File: src/rtl/piece_motion_ctrl.sv
// piece_motion_ctrl: owns the four blocks of the active falling piece.
// Handles keyboard moves and per-frame gravity. Landing is detected at the
// bottom row, and the next shape is respawned at the anchor.
// Optional build macro: PIECE_ROTATE_EN enables clockwise rotation on keycode 0x1A.
module piece_motion_ctrl #(
    parameter int GRAV_FRAMES = 30,
    parameter int FIELD_X0    = 200,
    parameter int CELL        = 20,
    parameter int COLS        = 10,
    parameter int ROWS        = 21,
    parameter int SPAWN_COL   = 3
) (
    input  logic       Clk,
    input  logic       Reset,
    input  logic       frame_clk,
    input  logic [7:0] keycode,
    output logic [9:0] BallX,
    output logic [9:0] BallY,
    output logic [9:0] BallX2,
    output logic [9:0] BallY2,
    output logic [9:0] BallX3,
    output logic [9:0] BallY3,
    output logic [9:0] BallX4,
    output logic [9:0] BallY4,
    output logic [9:0] Ball_size,
    output logic       piece_landed
);
    localparam logic [7:0] KEY_LEFT  = 8'h04;
    localparam logic [7:0] KEY_RIGHT = 8'h07;
    localparam logic [7:0] KEY_DROP  = 8'h16;
`ifdef PIECE_ROTATE_EN
    localparam logic [7:0] KEY_ROT   = 8'h1A;
`endif
    localparam int CNT_W = $clog2(GRAV_FRAMES);

    typedef enum logic [1:0] {FALL, LAND, SPAWN} state_t;

    // Block column of each block of shape s, placed at the spawn anchor.
    function automatic logic [3:0][3:0] shape_cols(input logic [1:0] s);
        logic [3:0][3:0] off;
        case (s)
            2'd0:    off = {4'd3, 4'd2, 4'd1, 4'd0};   // I
            2'd1:    off = {4'd1, 4'd0, 4'd1, 4'd0};   // O
            2'd2:    off = {4'd1, 4'd2, 4'd1, 4'd0};   // T
            default: off = {4'd1, 4'd0, 4'd0, 4'd0};   // L
        endcase
        for (int i = 0; i < 4; i++) off[i] = off[i] + 4'(SPAWN_COL);
        return off;
    endfunction

    // Block row of each block of shape s; the anchor row is 0.
    function automatic logic [3:0][4:0] shape_rows(input logic [1:0] s);
        case (s)
            2'd0:    return {5'd0, 5'd0, 5'd0, 5'd0};
            2'd1:    return {5'd1, 5'd1, 5'd0, 5'd0};
            2'd2:    return {5'd1, 5'd0, 5'd0, 5'd0};
            default: return {5'd2, 5'd2, 5'd1, 5'd0};
        endcase
    endfunction

    function automatic logic [9:0] pix_x(input logic [3:0] c);
        return 10'(FIELD_X0) + 10'(c) * 10'(CELL);
    endfunction

    function automatic logic [9:0] pix_y(input logic [4:0] r);
        return 10'(r) * 10'(CELL);
    endfunction

    state_t           state, state_nxt;
    logic [1:0]       shape, shape_nxt;
    logic [3:0][3:0]  col, col_nxt;
    logic [3:0][4:0]  row, row_nxt;
    logic [CNT_W-1:0] grav_cnt, grav_cnt_nxt;
    logic [7:0]       prev_key;
    logic [2:0]       frame_sync;
    logic             tick;
    logic             new_press, can_left, can_right, grav_due, at_bottom;
    logic [3:0][9:0]  pos_x, pos_y;
`ifdef PIECE_ROTATE_EN
    logic signed [6:0] rot_c [4];
    logic signed [6:0] rot_r [4];
    logic              rot_ok;
`endif

    // Bits 0-1 synchronise frame_clk; bit 2 keeps the previous value for rising-edge detect.
    assign tick = frame_sync[1] & ~frame_sync[2];

    // Next-state and next-position logic, evaluated once per frame tick while falling.
    always_comb begin
        // NOTE: every variable gets a default first so no path leaves one unassigned (no latches).
        state_nxt    = state;
        shape_nxt    = shape;
        col_nxt      = col;
        row_nxt      = row;
        grav_cnt_nxt = grav_cnt;
        new_press    = 1'b0;
        can_left     = 1'b1;
        can_right    = 1'b1;
        grav_due     = 1'b0;
        at_bottom    = 1'b0;
`ifdef PIECE_ROTATE_EN
        rot_ok       = 1'b1;
        for (int i = 0; i < 4; i++) begin
            rot_c[i] = '0;
            rot_r[i] = '0;
        end
`endif
        case (state)
            FALL: if (tick) begin
                new_press = (keycode != prev_key);
`ifdef PIECE_ROTATE_EN
                // Clockwise about block 2; rejected if any block leaves the field.
                if (new_press && keycode == KEY_ROT) begin
                    for (int i = 0; i < 4; i++) begin
                        rot_c[i] = signed'(7'(col[1])) - (signed'(7'(row[i])) - signed'(7'(row[1])));
                        rot_r[i] = signed'(7'(row[1])) + (signed'(7'(col[i])) - signed'(7'(col[1])));
                        if (rot_c[i] < 0 || rot_c[i] > 7'(COLS - 1) ||
                            rot_r[i] < 0 || rot_r[i] > 7'(ROWS - 1))
                            rot_ok = 1'b0;
                    end
                    if (rot_ok) begin
                        for (int i = 0; i < 4; i++) begin
                            col_nxt[i] = rot_c[i][3:0];
                            row_nxt[i] = rot_r[i][4:0];
                        end
                    end
                end
`endif
                for (int i = 0; i < 4; i++) begin
                    if (col_nxt[i] == 4'd0)          can_left  = 1'b0;
                    if (col_nxt[i] == 4'(COLS - 1))  can_right = 1'b0;
                end
                if (new_press && keycode == KEY_LEFT && can_left)
                    for (int i = 0; i < 4; i++) col_nxt[i] = col_nxt[i] - 4'd1;
                else if (new_press && keycode == KEY_RIGHT && can_right)
                    for (int i = 0; i < 4; i++) col_nxt[i] = col_nxt[i] + 4'd1;

                grav_due     = (grav_cnt == CNT_W'(GRAV_FRAMES - 1)) || (keycode == KEY_DROP);
                grav_cnt_nxt = grav_due ? '0 : grav_cnt + 1'b1;
                for (int i = 0; i < 4; i++)
                    if (row_nxt[i] == 5'(ROWS - 1)) at_bottom = 1'b1;
                if (grav_due) begin
                    if (at_bottom) state_nxt = LAND;
                    else for (int i = 0; i < 4; i++) row_nxt[i] = row_nxt[i] + 5'd1;
                end
            end
            LAND: state_nxt = SPAWN;
            SPAWN: begin
                shape_nxt    = shape + 2'd1;
                col_nxt      = shape_cols(shape + 2'd1);
                row_nxt      = shape_rows(shape + 2'd1);
                grav_cnt_nxt = '0;
                state_nxt    = FALL;
            end
            default: state_nxt = FALL;
        endcase
    end

    // State, piece position and registered pixel outputs.
    always_ff @(posedge Clk or negedge Reset) begin
        if (!Reset) begin
            state      <= FALL;
            shape      <= 2'd0;
            col        <= shape_cols(2'd0);
            row        <= shape_rows(2'd0);
            grav_cnt   <= '0;
            prev_key   <= 8'h00;
            frame_sync <= 3'b000;
            for (int i = 0; i < 4; i++) begin
                pos_x[i] <= pix_x(shape_cols(2'd0)[i]);
                pos_y[i] <= pix_y(shape_rows(2'd0)[i]);
            end
        end else begin
            // NOTE: non-blocking assignments so every register samples pre-edge values.
            state      <= state_nxt;
            shape      <= shape_nxt;
            col        <= col_nxt;
            row        <= row_nxt;
            grav_cnt   <= grav_cnt_nxt;
            frame_sync <= {frame_sync[1:0], frame_clk};
            if (tick) prev_key <= keycode;
            for (int i = 0; i < 4; i++) begin
                pos_x[i] <= pix_x(col_nxt[i]);
                pos_y[i] <= pix_y(row_nxt[i]);
            end
        end
    end

    assign BallX        = pos_x[0];
    assign BallY        = pos_y[0];
    assign BallX2       = pos_x[1];
    assign BallY2       = pos_y[1];
    assign BallX3       = pos_x[2];
    assign BallY3       = pos_y[2];
    assign BallX4       = pos_x[3];
    assign BallY4       = pos_y[3];
    assign Ball_size    = 10'(CELL);
    assign piece_landed = (state == LAND);
endmodule

File: config.mk
export PLATFORM = sky130hd
export DESIGN_NAME = piece_motion_ctrl
export DESIGN_NICKNAME = d
export VERILOG_FILES = /design/src/rtl/piece_motion_ctrl.sv
export SDC_FILE = /design/constraint.sdc
export NUM_CORES = 1
export LEC_CHECK = 0
export CORE_AREA = 3 3 119 121
export DETAILED_ROUTE_END_ITERATION = 16
export DIE_AREA = 0 0 122 124
export PLACE_DENSITY_LB_ADDON = 0.2
export SYNTH_ARGS = -nofsm -noshare
export SYNTH_HDL_FRONTEND = slang
export SYNTH_SLANG_ARGS = --single-unit
File: constraint.sdc
create_clock -name Clk -period 6.5 [get_ports Clk]
set_input_delay 1.95 -clock Clk [delete_from_list [all_inputs] [get_ports Clk]]
set_output_delay 1.95 -clock Clk [all_outputs]
set_load 0.03 [all_outputs]
Yosys cells after proc, flatten, opt, wreduce, memory -nomap -nowiden --
Index checks and enable logic that the tools add are counted.
Cells by class: add/subtract/negate cells 22, multipliers 8, equal/unequal tests 20, bitwise logic cells 2, mux-type cells 36, reduce and logical (&&, ||, !) cells 14
Operators with widths (count):
- two-way mux 16 bit | 4
- two-way mux 20 bit | 3
- one-hot mux 17 bit (3 select lines) | 1
- one-hot mux 14 bit (3 select lines) | 1
- adder 8 x 9 -> 10 bit, first input constant | 4
- one-hot mux 20 bit (2 select lines) | 1
- multiplier 5 x 3 -> 8 bit, second input constant | 4
- one-hot mux 16 bit (2 select lines) | 1
- multiplier 4 x 3 -> 7 bit, second input constant | 4
- adder 5 x 1 -> 5 bit, second input constant | 5
- == test 5 bit, second input constant | 5
- two-way mux 1 bit | 18
- adder 4 x 1 -> 4 bit, second input constant | 4
- adder 4 x 2 -> 4 bit, second input constant | 4
- == test 4 bit, second input constant | 4
- == test 8 x 3 -> 1 bit, second input constant | 2
- zero test 4 bit | 4
- subtractor 4 x 1 -> 4 bit, second input constant | 4
- two-way mux 5 bit | 2
- one-hot mux 5 bit (2 select lines) | 1
- == test 8 x 5 -> 1 bit, second input constant | 1
- inequality test 8 bit | 1
- two-way mux 2 bit | 3
- inequality test 2 bit, second input constant | 3
- 12 further kinds | 18
Word-level totals: output and inout port bits 91, register bits 128, word-level logic and storage cells 123, input bits 11

Depth between registers and ports, before layout --
depth in word-level cells 14, mapped depth 17, mapped depth without buffers 16

Least setup slack after synthesis --
OpenSTA, ideal clock, no wires.
path kind input port to flip-flop, start in keycode[5], end reg pos_x (netlist bit BallX3[8]), path buffers 1, path slack 977 ps, library setup time 75 ps, required time 6425 ps, cell stages on the path 15, arrival 5448 ps, cell sequence or4_1 > buf_2 > or3_4 > nor3_1 > nor2_1 > o31ai_1 > a31oi_1 > o21ai_0 > ha_1 > ha_1 > inv_1 > fa_1 > inv_1 > a311oi_1 > mux2i_1
RTL lines:
- start: declaration | line 16 | input logic [7:0] keycode,
- end signal: indexed assignment | line 170 | pos_x[i] <= pix_x(shape_cols(2'd0)[i]);
- end signal: indexed assignment | line 183 | pos_x[i] <= pix_x(col_nxt[i]);
- end: declaration | line 78 | logic [3:0][9:0] pos_x, pos_y;

==> impl_metrics.json <==
{
  "outcome": "finished clean",
  "synth_top_area_frac": 0.350,
  "slew_viol_final": 0,
  "rsz0062_at_grt": "false",
  "power_density_nw_per_um2": 251,
  "power_frac_seq": 0.416,
  "cap_violations": 0,
  "die_h_um": 124,
  "min-delay-start": "frame_sync[0]$_DFF_PN0_",
  "slew-limit-headroom": 0.389,
  "drc_errors": 0,
  "final_util": 0.588,
  "cts_buffers": 9,
  "vias": 4878,
  "finalSetupViolCount": 0,
  "comb_power_share": 0.275,
  "wl_per_cell_um": 16.9,
  "p_sw_mw": 0.618,
  "die_w_um": 122,
  "drt-met1-wl_mm": 6.58,
  "yosysTopAreaCell": "dfrtp_1",
  "dp.cells": 889,
  "synth_flop_cell": "dfrtp_1",
  "cts_tree": "done",
  "cts_max_level": 3,
  "worst_pin_slew_ps": 916,
  "post_cts_resized": 0,
  "final_cell_count_no_fill": 905,
  "grt_max_degree": 74,
  "grtUsageTotal": 0.213,
  "area_growth_pct": 17.9,
  "drt_first_pass_iters": 5,
  "postRouteAntennaNets": 0,
  "insertedDiodeCount": 0,
  "hold_slack_ps": 353,
  "synth_edf_count": 0,
  "cp_max_fo": 8,
  "fin_nets": 812,
  "p_clk_frac": 0.309,
  "reg2regPathDepth": 14,
  "synthTopCellsByCount": "92 x dfrtp_1, 69 x ha_1, 59 x nand2_1",
  "yosysSeqAreaShare": 0.414,
  "r2r_setup_slack_ps": 2220,
  "drive_above_1_share": 0.0905,
  "syn_inst": 650,
  "yosys-top-cells-area": "dfrtp_1 35%, ha_1 13%, dfstp_2 6.4%",
  "min_path_type": "flip-flop to flip-flop",
  "drt_iter0_markers": 206,
  "wl_mm": 15.3,
  "swShare": 0.317,
  "yosysMostFrequentCell": "dfrtp_1",
  "synth_area_um2": 6580,
  "start_kind": "primary input",
  "post-route-period-util": 0.925,
  "met3WireLength_um": 725,
  "yosysWarnings": 0,
  "grt-ovfl-total": 0,
  "grt_pass1_vias": 5007,
  "min_period_ps": 6010,
  "p_int_mw": 1.33,
  "r2r-end": "BallX[7]$_DFF_PN0_",
  "synth.distinct_cells": 66,
  "place.gp.congestion": 0.872,
  "io_pins": 102,
  "initial_core_util": 0.499,
  "clk_pin_slew_ps": 70,
  "p_leak_nw": 3.68,
  "finalHoldViolCount": 0,
  "grt_first_pass_wirelength_mm": 25.1,
  "fin_skew_ps": 8.31,
  "worstSetupPathType": "primary input to flip-flop",
  "clock-sinks": 108,
  "fmax_mhz": 166,
  "top_layer_used": "met4",
  "cts_hold_buffers": 0,
  "grt_antenna_before_repair": 0,
  "wl_met2_mm": 7.72,
  "synth-seq-cells": 108,
  "min_path_cells": 0,
  "clock_path_buffers": 2,
  "total_power_mw": 1.95,
  "die-area_um2": 15100,
  "core.rowCount": 42,
  "syn_avg_cell_area_um2": 10.1,
  "final.setup.tns_ps": 0,
  "clk_latency_ps": 360,
  "cp-end-kind": "flip-flop",
  "arrival_ps": 6290,
  "async_flop_share": 1.00,
  "postCtsSetupRepairBufs": 0,
  "routed_via_density": 5.39,
  "dp_hpwl_mm": 11.3,
  "r2r_start": "col[13]$_DFF_PN1_",
  "irDropWorstVdd_uv": 135,
  "root_buffer": "clkbuf_16",
  "min_to": "frame_sync[1]$_DFF_PN0_",
  "core_um2": 13200,
  "required_ps": 6780,
  "portBuffers": 75
}
-- sequential cells by signal, indices dropped and copies added (netlist names) --
| name | flops |
|---|---|
| row | 20 |
| col | 16 |
| prev_key | 8 |
| BallX2 | 7 |
| BallX3 | 7 |
| BallX4 | 7 |
| BallX | 7 |
| BallY2 | 6 |
| BallY3 | 6 |
| BallY4 | 6 |
| BallY | 6 |
| grav_cnt | 5 |
| frame_sync | 3 |
| shape | 2 |
| state | 2 |
-- how the worst max path moves through the flow --
| stage | start | cells after the start | endpoint | slack, ps |
|---|---|---|---|---|
| 2_1_floorplan | keycode[5] | 15 | BallX3[8]$_DFF_PN1_ | 980 |
| 3_3_place_gp | keycode[5] | 14 | BallX4[7]$_DFF_PN0_ | 230 |
| 3_5_place_dp | keycode[5] | 14 | BallX4[7]$_DFF_PN0_ | 120 |
| 4_1_cts | keycode[5] | 14 | BallX4[7]$_DFF_PN0_ | 480 |
| 5_1_grt | keycode[5] | 14 | BallX4[7]$_DFF_PN0_ | 220 |
| 6_report | keycode[5] | 14 | BallX4[7]$_DFF_PN0_ | 490 |
-- cell type report --
cell class | instances | area [um^2]
clock inverters | 5 | 82.6
inverters | 34 | 128
multi-input cells | 478 | 3480
repair buffers | 93 | 883
clock buffers | 11 | 243
fillers | 1127 | 5430
well taps | 176 | 220
flip-flops and latches | 108 | 2720
-- metrics by stage --
| step | instance area (um^2) | setup WS, ps |
|---|---|---|
| floorplan | 6670 | 977 |
| global placement | 7430 | 226 |
| detailed placement | 7430 | 121 |
| CTS | 7760 | 481 |
| global route | 7760 | 218 |
| finish | 7760 | 489 |
-- critical path, stage by stage --
cell and delay, ps:
clkdlybuf4s50_1 460, or4_1 700, or2_2 390, a2111oi_4 510, o21ai_0 180, o221ai_1 150, a2bb2oi_1 140, o22a_1 250
ha_1 310, ha_1 230, fa_1 490, a21oi_1 220, xnor2_1 160, xnor2_1 140
-- per-layer routing --
layer,vias to the layer above,track usage
li1,2357,-
met1,2382,0.271
met2,120,0.363
met3,19,0.0454
met4,0,0.0728
met5,-,0
-- power groups by stage --
| stage | registers [mW] | clock network [mW] | logic, mW |
|---|---|---|---|
| 2_1_floorplan | 0.913 | 0 | 0.256 |
| 3_3_place_gp | 0.821 | 0 | 0.528 |
| 3_5_place_dp | 0.822 | 0 | 0.535 |
| 4_1_cts | 0.811 | 0.617 | 0.540 |
| 5_1_grt | 0.820 | 0.648 | 0.584 |
| 6_report | 0.810 | 0.602 | 0.535 |
-- cells in the final DEF, fill, tap and decap left out, drive strengths merged, types with 9 or more instances in the layout --
master         synthesis  layout
nor2                  47      47
dfrtp                 92      92
a21oi                 26      26
o21ai                 23      23
clkbuf                12      11
conb                   2      26
ha                    69      69
xor2                  27      27
xnor2                 31      31
clkdlybuf4s50          0      74
mux2i                 10      10
nand4                 15      15
nand2                 59      59
inv                   33      35
dfstp                 16      16
nand3                 17      17
a31oi                  9       9
nor3                  16      16
buf                   42      19
-- kinds of logic after synthesis --
family                   Yosys count  share of synthesized area
AO/OA/AOI/OAI                    110                      0.115
adder cells (fa/ha/maj)           77                      0.156
flip-flops                       108                      0.414
XOR/XNOR                          58                     0.0772
buffers and inverters             88                     0.0723
AND/OR/NAND/NOR                  197                      0.150
multiplexers                      10                     0.0152
other                              2                    0.00114
(Power assumes the default switching activity.)
